`src/rtl/sig_deb_pkg.sv`:
```
// sig_deb_pkg: shared defaults for the signal debouncer and a clog2 helper
// used to size the stability counter from the required hold time.
package sig_deb_pkg;

    function automatic int clog2(input int v);
        int r;
        r = 0;
        while ((1 << r) < v) r++;
        return (r < 1) ? 1 : r;
    endfunction

    localparam int DEB_STABLE_CNT  = 50000;
    localparam int DEB_CNT_W       = clog2(DEB_STABLE_CNT);
    localparam int DEB_SYNC_STAGES = 2;

endpackage

```
`src/rtl/sig_deb_ch.sv`:
```
// sig_deb_ch: one debounced channel -- input synchroniser, stability counter,
// accepted-level register and one-cycle rise/fall pulse registers.
module sig_deb_ch
    import sig_deb_pkg::*;
#(
    parameter int   CNT_W       = DEB_CNT_W,
    parameter int   STABLE_CNT  = DEB_STABLE_CNT,
    parameter int   SYNC_STAGES = DEB_SYNC_STAGES,
    parameter logic INIT_LVL    = 1'b0
) (
    input  logic clk,
    input  logic rst_n,
    input  logic en_i,
    input  logic sig_i,
    output logic sig_o,
    output logic rise_o,
    output logic fall_o
);

    if (STABLE_CNT < 1 || SYNC_STAGES < 2 ||
        longint'(STABLE_CNT) > (longint'(1) << CNT_W)) begin : g_bad_cfg
        $error("sig_deb_ch: invalid STABLE_CNT/CNT_W/SYNC_STAGES combination");
    end

    logic [SYNC_STAGES-1:0] r_sync;
    logic [CNT_W-1:0]       r_cnt;
    logic                   r_lvl;
    logic                   r_rise;
    logic                   r_fall;
    logic                   w_s;
    logic                   w_diff;
    logic                   w_done;

    assign w_s    = r_sync[SYNC_STAGES-1];
    assign w_diff = w_s != r_lvl;
    assign w_done = w_diff && (r_cnt == CNT_W'(STABLE_CNT - 1));

    // The synchroniser keeps sampling even while debouncing is disabled.
    always_ff @(posedge clk or negedge rst_n)
        if (!rst_n) r_sync <= {SYNC_STAGES{INIT_LVL}};
        else        r_sync <= {r_sync[SYNC_STAGES-2:0], sig_i};

    always_ff @(posedge clk or negedge rst_n) begin
        if (!rst_n) begin
            r_cnt  <= '0;
            r_lvl  <= INIT_LVL;
            r_rise <= 1'b0;
            r_fall <= 1'b0;
        end else if (en_i) begin
            r_cnt  <= (w_diff && !w_done) ? r_cnt + 1'b1 : '0;
            r_lvl  <= w_done ? w_s : r_lvl;
            r_rise <= w_done && w_s;
            r_fall <= w_done && !w_s;
        end else begin
            r_rise <= 1'b0;
            r_fall <= 1'b0;
        end
    end

    assign sig_o  = r_lvl;
    assign rise_o = r_rise;
    assign fall_o = r_fall;

endmodule

```
`src/rtl/sig_deb_multi.sv`:
```
// sig_deb_multi: CHANNELS independent debouncers plus a registered
// "something changed" flag that follows any rise/fall pulse by one cycle.
module sig_deb_multi
    import sig_deb_pkg::*;
#(
    parameter int   CHANNELS    = 4,
    parameter int   CNT_W       = DEB_CNT_W,
    parameter int   STABLE_CNT  = DEB_STABLE_CNT,
    parameter int   SYNC_STAGES = DEB_SYNC_STAGES,
    parameter logic INIT_LVL    = 1'b0
) (
    input  logic                clk,
    input  logic                rst_n,
    input  logic                en_i,
    input  logic [CHANNELS-1:0] sig_i,
    output logic [CHANNELS-1:0] sig_o,
    output logic [CHANNELS-1:0] rise_o,
    output logic [CHANNELS-1:0] fall_o,
    output logic                chg_o
);

    logic r_chg;

    for (genvar c = 0; c < CHANNELS; c++) begin : g_ch
        sig_deb_ch #(
            .CNT_W      (CNT_W),
            .STABLE_CNT (STABLE_CNT),
            .SYNC_STAGES(SYNC_STAGES),
            .INIT_LVL   (INIT_LVL)
        ) u_ch (
            .clk   (clk),
            .rst_n (rst_n),
            .en_i  (en_i),
            .sig_i (sig_i[c]),
            .sig_o (sig_o[c]),
            .rise_o(rise_o[c]),
            .fall_o(fall_o[c])
        );
    end

    always_ff @(posedge clk or negedge rst_n)
        if (!rst_n) r_chg <= 1'b0;
        else        r_chg <= |(rise_o | fall_o);

    assign chg_o = r_chg;

endmodule

```
`config.mk`:
```
export PLATFORM = sky130hd
export DESIGN_NAME = sig_deb_multi
export DESIGN_NICKNAME = d
export VERILOG_FILES = /design/src/rtl/sig_deb_pkg.sv /design/src/rtl/sig_deb_ch.sv /design/src/rtl/sig_deb_multi.sv
export SDC_FILE = /design/constraint.sdc
export NUM_CORES = 1
export LEC_CHECK = 0
export ABC_AREA = 1
export BUFFER_PORTS_ARGS = -buffer_cell sky130_fd_sc_hd__buf_2
export CORE_UTILIZATION = 45
export DETAILED_ROUTE_END_ITERATION = 16
export HOLD_SLACK_MARGIN = 0.1
export PLACE_DENSITY_LB_ADDON = 0.15
export REMOVE_ABC_BUFFERS = 1
export SYNTH_ARGS = -nofsm -noshare
export SYNTH_HDL_FRONTEND = slang
export SYNTH_SLANG_ARGS = --single-unit
```
`constraint.sdc`:
```
create_clock -name clk -period 3.4 [get_ports clk]
set_input_delay 0 -clock clk [delete_from_list [all_inputs] [get_ports clk]]
set_output_delay 0 -clock clk [all_outputs]
set_load 0.02 [all_outputs]
```
# Word-level counts from Yosys, hierarchy flattened

Index checks and enable logic that the tools add are counted.

Memory bits (writable): 0
Bits in latches: 0
Bits of input ports: 7
Memories kept: 0
ROM bits: 0
Flip-flop bits (word level): 85

Shift-type cells: 0
Magnitude comparators: 0
Muxes and demuxes: 12
Multiply operators: 0
Divide/modulo/power cells: 0
Bitwise operators: 1
$add $sub $neg: 4
Equality and inequality tests: 8
Reduce and logical (&&, ||, !) cells: 29

Operators with widths:

| cell                                          | count |
|---|---|
| adder 16 x 1 -> 16 bit, second input constant | 4 |
| == test 16 bit, second input constant         | 4 |
| two-way mux 16 bit                            | 4 |
| logical AND 1 bit                             | 16 |
| logical NOT 1 bit                             | 8 |
| two-way mux 1 bit                             | 8 |
| AND reduction 2 bit                           | 4 |
| != test 1 bit                                 | 4 |
| bitwise OR 4 bit                              | 1 |
| OR reduction 4 bit                            | 1 |

# Depth between registers and ports, before layout

Gate-level depths: netlist (run 1).

Depth after elaboration: 5
Depth in mapped cells: 9

# Modules after synthesis

A second synthesis (run 1) with hierarchy kept.

Cells, all modules: 656
Area total of the unflattened synthesis: 4,690.7 µm²

By module, submodules not included:

| module        | sequential area each (µm²) | area each (µm²) | times used | cells an instance |
|---|---|---|---|---|
| sig_deb_ch    | 525.5                      | 1,152.4         | 4          | 160 |
| sig_deb_multi | 25.0                       | 81.3            | 1          | 16 |

# Least setup slack after synthesis (run 1)

No wires, ideal clock.

Path type: reg2reg
Start point: register g_ch[2].u_ch.r_cnt[0]
End point: register g_ch[2].u_ch.r_cnt[5]
Required time: 3.281 ns
Data arrival time: 1.211 ns
Setup time: 0.119 ns
Setup slack: 2.070 ns
Period minus slack after synthesis: 1.330 ns
Stages on the path, launching flop included: 9
Path buffers: 0
Cell sequence: dfrtp_1 > ha_1 > nand3_1 > nor2_1 > nand2_1 > nand2_1 > nand2_2 > inv_2 > nor2_1

Cells in the longest elaborated chain, start to end: 5
Elaborated cells on any way between the ends: 6

Ends and longest elaborated chain:

| element                                                                        | RTL line         | text |
|---|---|---|
| start: declaration                                                             | sig_deb_ch.sv:26 | `logic [CNT_W-1:0] r_cnt;` |
| start signal: assignment                                                       | sig_deb_ch.sv:50 | `r_cnt <= (w_diff && !w_done) ? r_cnt + 1'b1 : '0;` |
| parallel branches: the longest is 4 deep, another holds adder 16 x 1 -> 16 bit | -                |  |
| two-way mux 16 bit *                                                           | sig_deb_ch.sv:50 |  |

Every way passes the cells marked *.
A chain may end at the register's enable or synchronous reset.

# Worst setup path after layout (run 1)

Start point: register g_ch[2].u_ch.r_cnt[0]
End point: register g_ch[2].u_ch.r_cnt[12]

The elaborated chain is that of the path after synthesis.

==> results of run 1 <==
## where the power goes
group | internal (mW) | switching (mW) | leakage, nW
clock | 0.482 | 0.343 | 0.116
sequential | 1.04 | 0.0302 | 1.14
combinational | 0.0382 | 0.0788 | 1.24
total | 1.56 | 0.452 | 2.49
## Yosys cell counts
| cell type | n | area share, % |
|---|---|---|
| nor2_4 | 3 | 0.73 |
| clkinv_4 | 1 | 0.19 |
| buf_6 | 3 | 0.73 |
| inv_1 | 72 | 5.9 |
| mux2i_1 | 1 | 0.22 |
| buf_2 | 1 | 0.11 |
| o21ai_0 | 7 | 0.76 |
| nand4_1 | 12 | 1.6 |
| buf_4 | 12 | 2.0 |
| xnor2_1 | 9 | 1.7 |
| nand2_2 | 6 | 0.82 |
| nor2_2 | 7 | 0.95 |
| nand2_4 | 1 | 0.24 |
| o21ai_1 | 4 | 0.43 |
| nand3_1 | 32 | 3.5 |
| dfrtp_1 | 85 | 46 |
| a21oi_1 | 12 | 1.3 |
| nor3_2 | 1 | 0.22 |
| o22ai_1 | 3 | 0.41 |
| nor3_1 | 3 | 0.33 |
| nand2_1 | 181 | 15 |
| nor4_1 | 2 | 0.27 |
| inv_2 | 3 | 0.24 |
| nand3_2 | 3 | 0.65 |
| inv_4 | 2 | 0.27 |
| o21bai_1 | 7 | 1.1 |
| nor2_1 | 142 | 12 |
| xor2_1 | 9 | 1.7 |
| ha_1 | 4 | 1.1 |
## cells by family (layout without fill, tap and decap cells)
logic type      after synthesis  after routing  share of synthesized area, %
simple gates                393            393                         35.65
buf+inv                      94            118                         9.375
flops                        85             85                         46.20
compound gates               33             33                         4.049
xor+xnor                     18             18                         3.424
fa+ha+maj                     4              4                         1.087
mux                           1              1                        0.2174
## final timing paths
| kind | endpoint | slack (ns) |
|---|---|---|
| worst max-delay path | g_ch[2].u_ch.r_cnt[12] | 1.82 |
| min in group asynchronous | g_ch[3].u_ch.r_cnt[13] | 0.31 |
| worst min register to register | g_ch[0].u_ch.r_sync[1] | 0.35 |
| worst min-delay path | g_ch[3].u_ch.r_cnt[1] | 0.23 |
| worst max register to register | g_ch[2].u_ch.r_cnt[12] | 1.82 |
| max in group asynchronous | g_ch[2].u_ch.r_cnt[2] | 2.33 |
## registers in the layout, summed over array words and instances (netlist names)
name and flops:
g_ch.u_ch.rise_o 4, g_ch.u_ch.r_sync 8, g_ch.u_ch.sig_o 4, g_ch.u_ch.r_cnt 64, chg_o 1, g_ch.u_ch.fall_o 4
## stage by stage
stage               instance area, um2  hold WS [ns]  cells  power (mW)
CTS                               5025        0.2335    785       2.044
global route                      5025        0.2313    785       2.112
floorplan                         4476       -0.2956    612       1.150
finish                            5025        0.2307    785       2.011
global placement                  4747        0.1082    765       1.200
detailed placement                4747        0.1097    765       1.205
## tightest hold or removal path, cell delays in order
cell and delay, ns:
buf_2 0.31, nand2_1 0.14, o21ai_0 0.08
## layer usage
layer | global-route usage, % | part of all wire, % | vias up | routed length (um)
met1 | 25.36 | 49 | 1738 | 4457
met2 | 31.18 | 48 | 41 | 4303
li1 | - | - | 1964 | -
met3 | 5.017 | 2.5 | 2 | 227
met4 | 4.009 | 0.37 | 0 | 33
met5 | 0 | 0 | - | 0
## repair_timing
item                                    4_1_cts  5_1_grt
hold buffers                                  5        0
setup buffers                                 0        0
hold endpoints to repair                     74        0
endpoints found under the setup margin        0        0
## cell type report
cell class,instances,area (um2),area share (%)
clock buffer,10,127.6,2.540
clock inverter,5,100.1,1.992
inverter,78,302.8,6.026
multi-input combinational,449,2046,40.71
sequential,85,2127,42.33
tap,133,166.4,3.312
timing repair buffer,25,155.1,3.088
==> metrics.md, run 1 <==
| Metric | Value |
|---|---|
| Status | `finished, final reports clean` |
| Synth warn | `0` |
| Worst-Skew Late Latency | `0.34 ns` |
| Initial antenna violation count | `0` |
| DRC | `0` |
| Core ar. | `9864 um2` |
| Worst path bufs/invs | `1` |
| Routed Antenna Nets | `0` |
| Resize count post-CTS | `0` |
| Final Hold Fails | `0` |
| Via count | `3745` |
| H-Tree Depth | `3` |
| Initial drt markers | `114` |
| DIE AREA | `10640 um2` |
| GPL Wtd Cong | `0.8514` |
| Syn_area_per_cell | `7.332 um2` |
| Rel. slew slack | `41.51%` |
| Setup violations, final | `0` |
| Critical path launch point | `g_ch[2].u_ch.r_cnt[0]` |
| Yosys reg bits | `85` |
| Hold crit path type | `in -> reg` |
| Family with the most delay on the worst path | `simple AND/OR/NAND/NOR gates` |
| CP endpoint kind | `flop` |
| Hold path startpoint | `en_i` |
| CTS tree | `yes` |
| Setup TNS | `0 ns` |
| Critical path class | `reg -> reg` |
| Netlist cell types | `29` |
| PwrDens | `400.3 nW/um2` |
| FP Rows | `36` |
| Post-layout util | `50.94%` |
| Clock slew at reported path FFs | `0.08 ns` |
| IR drop worst, VDD | `0.2083 mV` |
| First-pass GRT wire length | `15.56 mm` |
| Hold Crit Depth | `3` |
| Num CTS Buffers | `9` |
| Placement Setup Slack | `1.804 ns` |
| Fmax | `0.6347 GHz` |
| Leak pwr | `2.491 nW` |
| Via density | `between 4 and 5` |
| Period utilisation layout | `46.34%` |
| Antenna diode count | `0` |
| Unrepaired setup endpoints after global routing | `no` |
| Die height | `103.2 um` |
| CTS Buffer Depth | `2` |
| Worst setup margin | `1.824 ns` |
| Initial Utilization | `46.68%` |
| Worst clock skew | `roughly 0.01 ns` |
| NumNets Final | `about 660` |
| Port Buffer Count | `19` |
| Sequential area share after synthesis | `46.20%` |
| CTS sink count | `85` |
| WP data required | `3.64 ns` |
| Largest net degree at the start of global routing | `72` |
| Commonest non-fill, non-tap cell in the layout | `nand2_1` |
| WP data arrival | `between 1.5 and 2 ns` |
| DP HPWL | `6.561 mm` |
| CP Launch Type | `flop` |
| CP Depth | `8` |
| Max-slew violations | `0` |
| Post-synthesis cell area | `4604 um2` |
| Crit path max-delay cell type | `dfrtp_1` |
| Ports | `20` |
| CP Max Fanout | `8` |
| Most frequent cells in the layout | `nand2_1 (181), nor2_1 (142), dfrtp_1 (85)` |
| R2R Path Start | `g_ch[2].u_ch.r_cnt[0]` |
| Fin crit period | `1.576 ns` |
| Root buf cell | `clkbuf_8` |
| Vias in the first global route | `3406` |
| Filler Cells Inserted | `957` |
| CP Cell Sequence | `ha_1, nand3_1, nor2_1, nand2_1, nand2_1, nand2_2, inv_2, nor2_1` |
| Layout cells sized above 1 | `roughly a tenth` |
| Die W | `103.2 um` |
| Total grt overflow | `0` |
| Area grow syn2layout | `9.130%` |
| Synth Instances | `628` |
| Overall routing resource usage | `between 10% and 20%` |
| Worst path max stage delay | `between 0.4 and 0.5 ns` |
| Routed wire length | `~9.0 mm` |
| Actual slew at the worst max-slew pin | `0.8773 ns` |
| Routed len/inst | `11.49 um` |
| Drt pass-1 iters | `4` |
| R2R cell count | `8` |
| Maxcap violations | `0` |
Power figures use the tool's default switching activity.
==> run 2: changes to the inputs <==
clock period = 1.5 ns   (was 3.4 ns; I/O delays follow)
==> run 2 against run 1 <==
Sequential power increased by 130%. Wire length increased by 5.3%. First-iteration DRC count increased by 12%. Clock skew about the same. Sequential share of layout area decreased by 1.5 points. Via count increased by 1.5%. Clock-buffer cell count unchanged. Worst setup slack got worse by 1.8 ns. Total power increased by 120%. Die area unchanged. Combinational power increased to 2.7 times the previous value.
==> metrics.md, run 2 (synthesized netlist as in run 1, its figures left out) <==
| Metric | Value |
|---|---|
| Fin crit period | `1.433 ns (-0.1425 ns)` |
| Placed Cells | `777 (+1.6%)` |
| DRC | `0 (unchanged)` |
| NumNets Final | `673 (+2.1%)` |
| CTS Buffer Depth | `2 (unchanged)` |
| Commonest non-fill, non-tap cell in the layout | `nand2_1` |
| Rel. slew slack | `64.31% (+23 points)` |
| IR drop worst, VDD | `0.3744 mV (+80%)` |
| FP Rows | `36 (unchanged)` |
| Unrepaired setup endpoints after global routing | `yes` |
| Layout cells sized above 1 | `13.94% (+4.6 points)` |
| Initial drt markers | `128 (+12%)` |
| Setup violations, final | `0 (unchanged)` |
| Port Buffer Count | `19 (unchanged)` |
| Reg power frac | `54.3% (+1.1 points)` |
| Area grow syn2layout | `13.23%` |
| Worst clock skew | `0.009796 ns (-0.0002257 ns)` |
| Largest net degree at the start of global routing | `58 (-19%)` |
| Via count | `3801 (+1.5%)` |
| DIE AREA | `10640 um2 (unchanged)` |
| Ports | `20 (unchanged)` |
| Overall routing resource usage | `19.61% (+0.61 points)` |
| First-pass GRT wire length | `15.90 mm (+2.2%)` |
| Max-slew violations | `0 (unchanged)` |
| Leak pwr | `2.554 nW (+2.5%)` |
| Hold crit path type | `in -> async` |
| Maxcap violations | `0 (unchanged)` |
| Initial Utilization | `46.68% (unchanged)` |
| Actual slew at the worst max-slew pin | `0.5336 ns (-0.3437 ns)` |
| Core ar. | `9864 um2 (unchanged)` |
| PwrDens | `855.7 nW/um2 (+110%)` |
| Overall power | `4.461 mW (+120%)` |
| Vias in the first global route | `3461 (+1.6%)` |
| Period utilisation layout | `95.55% (+49 points)` |
| Worst-Skew Late Latency | `0.37 ns (+0.03 ns)` |
| CP Launch Type | `flop` |
| Final Hold Fails | `0 (unchanged)` |
| Largest Register | `g_ch.u_ch.r_cnt` |
| H-Tree Depth | `3 (unchanged)` |
| Routed len/inst | `11.88 um (+3.3%)` |
| CP endpoint kind | `flop` |
| Routed wire length | `9.501 mm (+5.3%)` |
| Num CTS Buffers | `9 (unchanged)` |
| Via density | `4.751 (-0.41%)` |
| Most frequent cells in the layout | `nand2_1 (179), nor2_1 (136), dfrtp_1 (84)` |
| Max FFs per register | `64 (unchanged)` |
| DP HPWL | `6.864 mm (+4.6%)` |
| Fraction of power spent switching nets | `25.87% (+3.4 points)` |
| WP data required | `1.76 ns (-1.88 ns)` |
| Critical path class | `reg -> reg` |
| WP data arrival | `1.69 ns (-0.12 ns)` |
| Cell Count, Final, Fillers Out | `800 (+1.9%)` |
| Switching pwr | `1.154 mW (+160%)` |
| CTS tree | `yes` |
| Largest registers | `g_ch.u_ch.r_cnt (64), g_ch.u_ch.r_sync (8)` |
| CP Max Fanout | `8 (unchanged)` |
| Pint | `3.307 mW (+110%)` |
| CTS sink count | `85 (unchanged)` |
| Fmax | `0.6978 GHz (+9.9%)` |
| Clock slew at reported path FFs | `0.09 ns (about the same)` |
| GPL Wtd Cong | `0.8834 (+3.8%)` |
| Part of the power in combinational logic | `7.2% (+1.4 points)` |
| Status | `finished, final reports clean` |
| Die W | `103.2 um (unchanged)` |
| Initial antenna violation count | `0 (unchanged)` |
| Routed Antenna Nets | `0 (unchanged)` |
| Root buf cell | `clkbuf_8` |
| Clock power share | `38.5% (-2.5 points)` |
| Total grt overflow | `0 (unchanged)` |
| Drt pass-1 iters | `4 (unchanged)` |
| Antenna diode count | `0 (unchanged)` |
| Die height | `103.2 um (unchanged)` |
==> run 2: changes by cell type in the layout (fill, tap and decap cells not counted), moves of 3 or more <==
cell	change
buf_4	+12
nor2_1	-6
nor2_2	+5
ha_1	-4
ha_2	+3
nand2_4	+3
nand3_1	-3
nand3_2	+3
==> run 2: path summary, 6_finish.rpt <==
kind | start | end | slack, ns | depth (start not counted)
worst max-delay path | g_ch[2].u_ch.r_cnt[1] | g_ch[2].u_ch.r_cnt[15] | 0.07 | 8
worst min-delay path | rst_n | g_ch[3].u_ch.r_cnt[15] | 0.16 | 3
worst max register to register | g_ch[2].u_ch.r_cnt[1] | g_ch[2].u_ch.r_cnt[15] | 0.07 | 8
worst min register to register | g_ch[0].u_ch.r_sync[0] | g_ch[0].u_ch.r_sync[1] | 0.35 | 0
max in group asynchronous | rst_n | g_ch[3].u_ch.r_cnt[3] | 0.42 | 3
min in group clk | en_i | g_ch[0].u_ch.r_cnt[2] | 0.16 | 4
==> run 2: through the flow <==
step | TNS (ns) | area (um2) | setup WS (ns) | hold slack (ns) | utilization, %
after detailed placement | 0 | 4850 | 0.03886 | -0.1285 | 49.16
after floorplan | 0 | 4476 | 0.1700 | -0.2956 | -
after global routing | -0.02919 | 5214 | -0.02694 | 0.1941 | 52.85
final | 0 | 5214 | 0.06682 | 0.1583 | 52.85
after global placement | 0 | 4850 | 0.07175 | -0.1306 | 49.16
after CTS | 0 | 5117 | 0.01871 | 0.1481 | 51.88
==> run 2: routing by layer <==
layer	track usage [%]	share of wire (%)
met1	28.12	51
met2	29.85	45
met3	2.915	2.3
met4	7.801	1.7
met5	0	0
==> run 2: cell type report <==
class,count,area [um2]
Fill cell,961,4651
Inverter,78,315.3
Timing Repair Buffer,39,275.3
Sequential cell,85,2128
Clock inverter,6,70.07
Multi-Input combinational cell,449,2121
Clock buffer,10,137.6
Tap cell,133,166.4
==> run 2: repair_timing <==
item,in CTS,in global routing
hold buffers,6,0
setup buffers,0,1
setup endpoints to repair,0,56
resized for setup,0,27
hold endpoints to repair,89,0
==> run 2: worst max-delay path, cell delays in order, from the launching register on <==
cell	delay [ns]
dfrtp_1	0.37
ha_2	0.22
nand3_1	0.12
nor2_2	0.15
nand2_1	0.09
nand2_1	0.11
nand2_4	0.10
inv_4	0.10
nor2_1	0.05
==> run 2: power groups by stage <==
stage / combinational [mW] / clock, mW / sequential, mW
floorplan: 0.153 / 0 / 2.45
CTS: 0.305 / 1.79 / 2.42
finish: 0.320 / 1.72 / 2.42
global route: 0.362 / 1.86 / 2.44
detailed placement: 0.292 / 0 / 2.46
global placement: 0.286 / 0 / 2.46
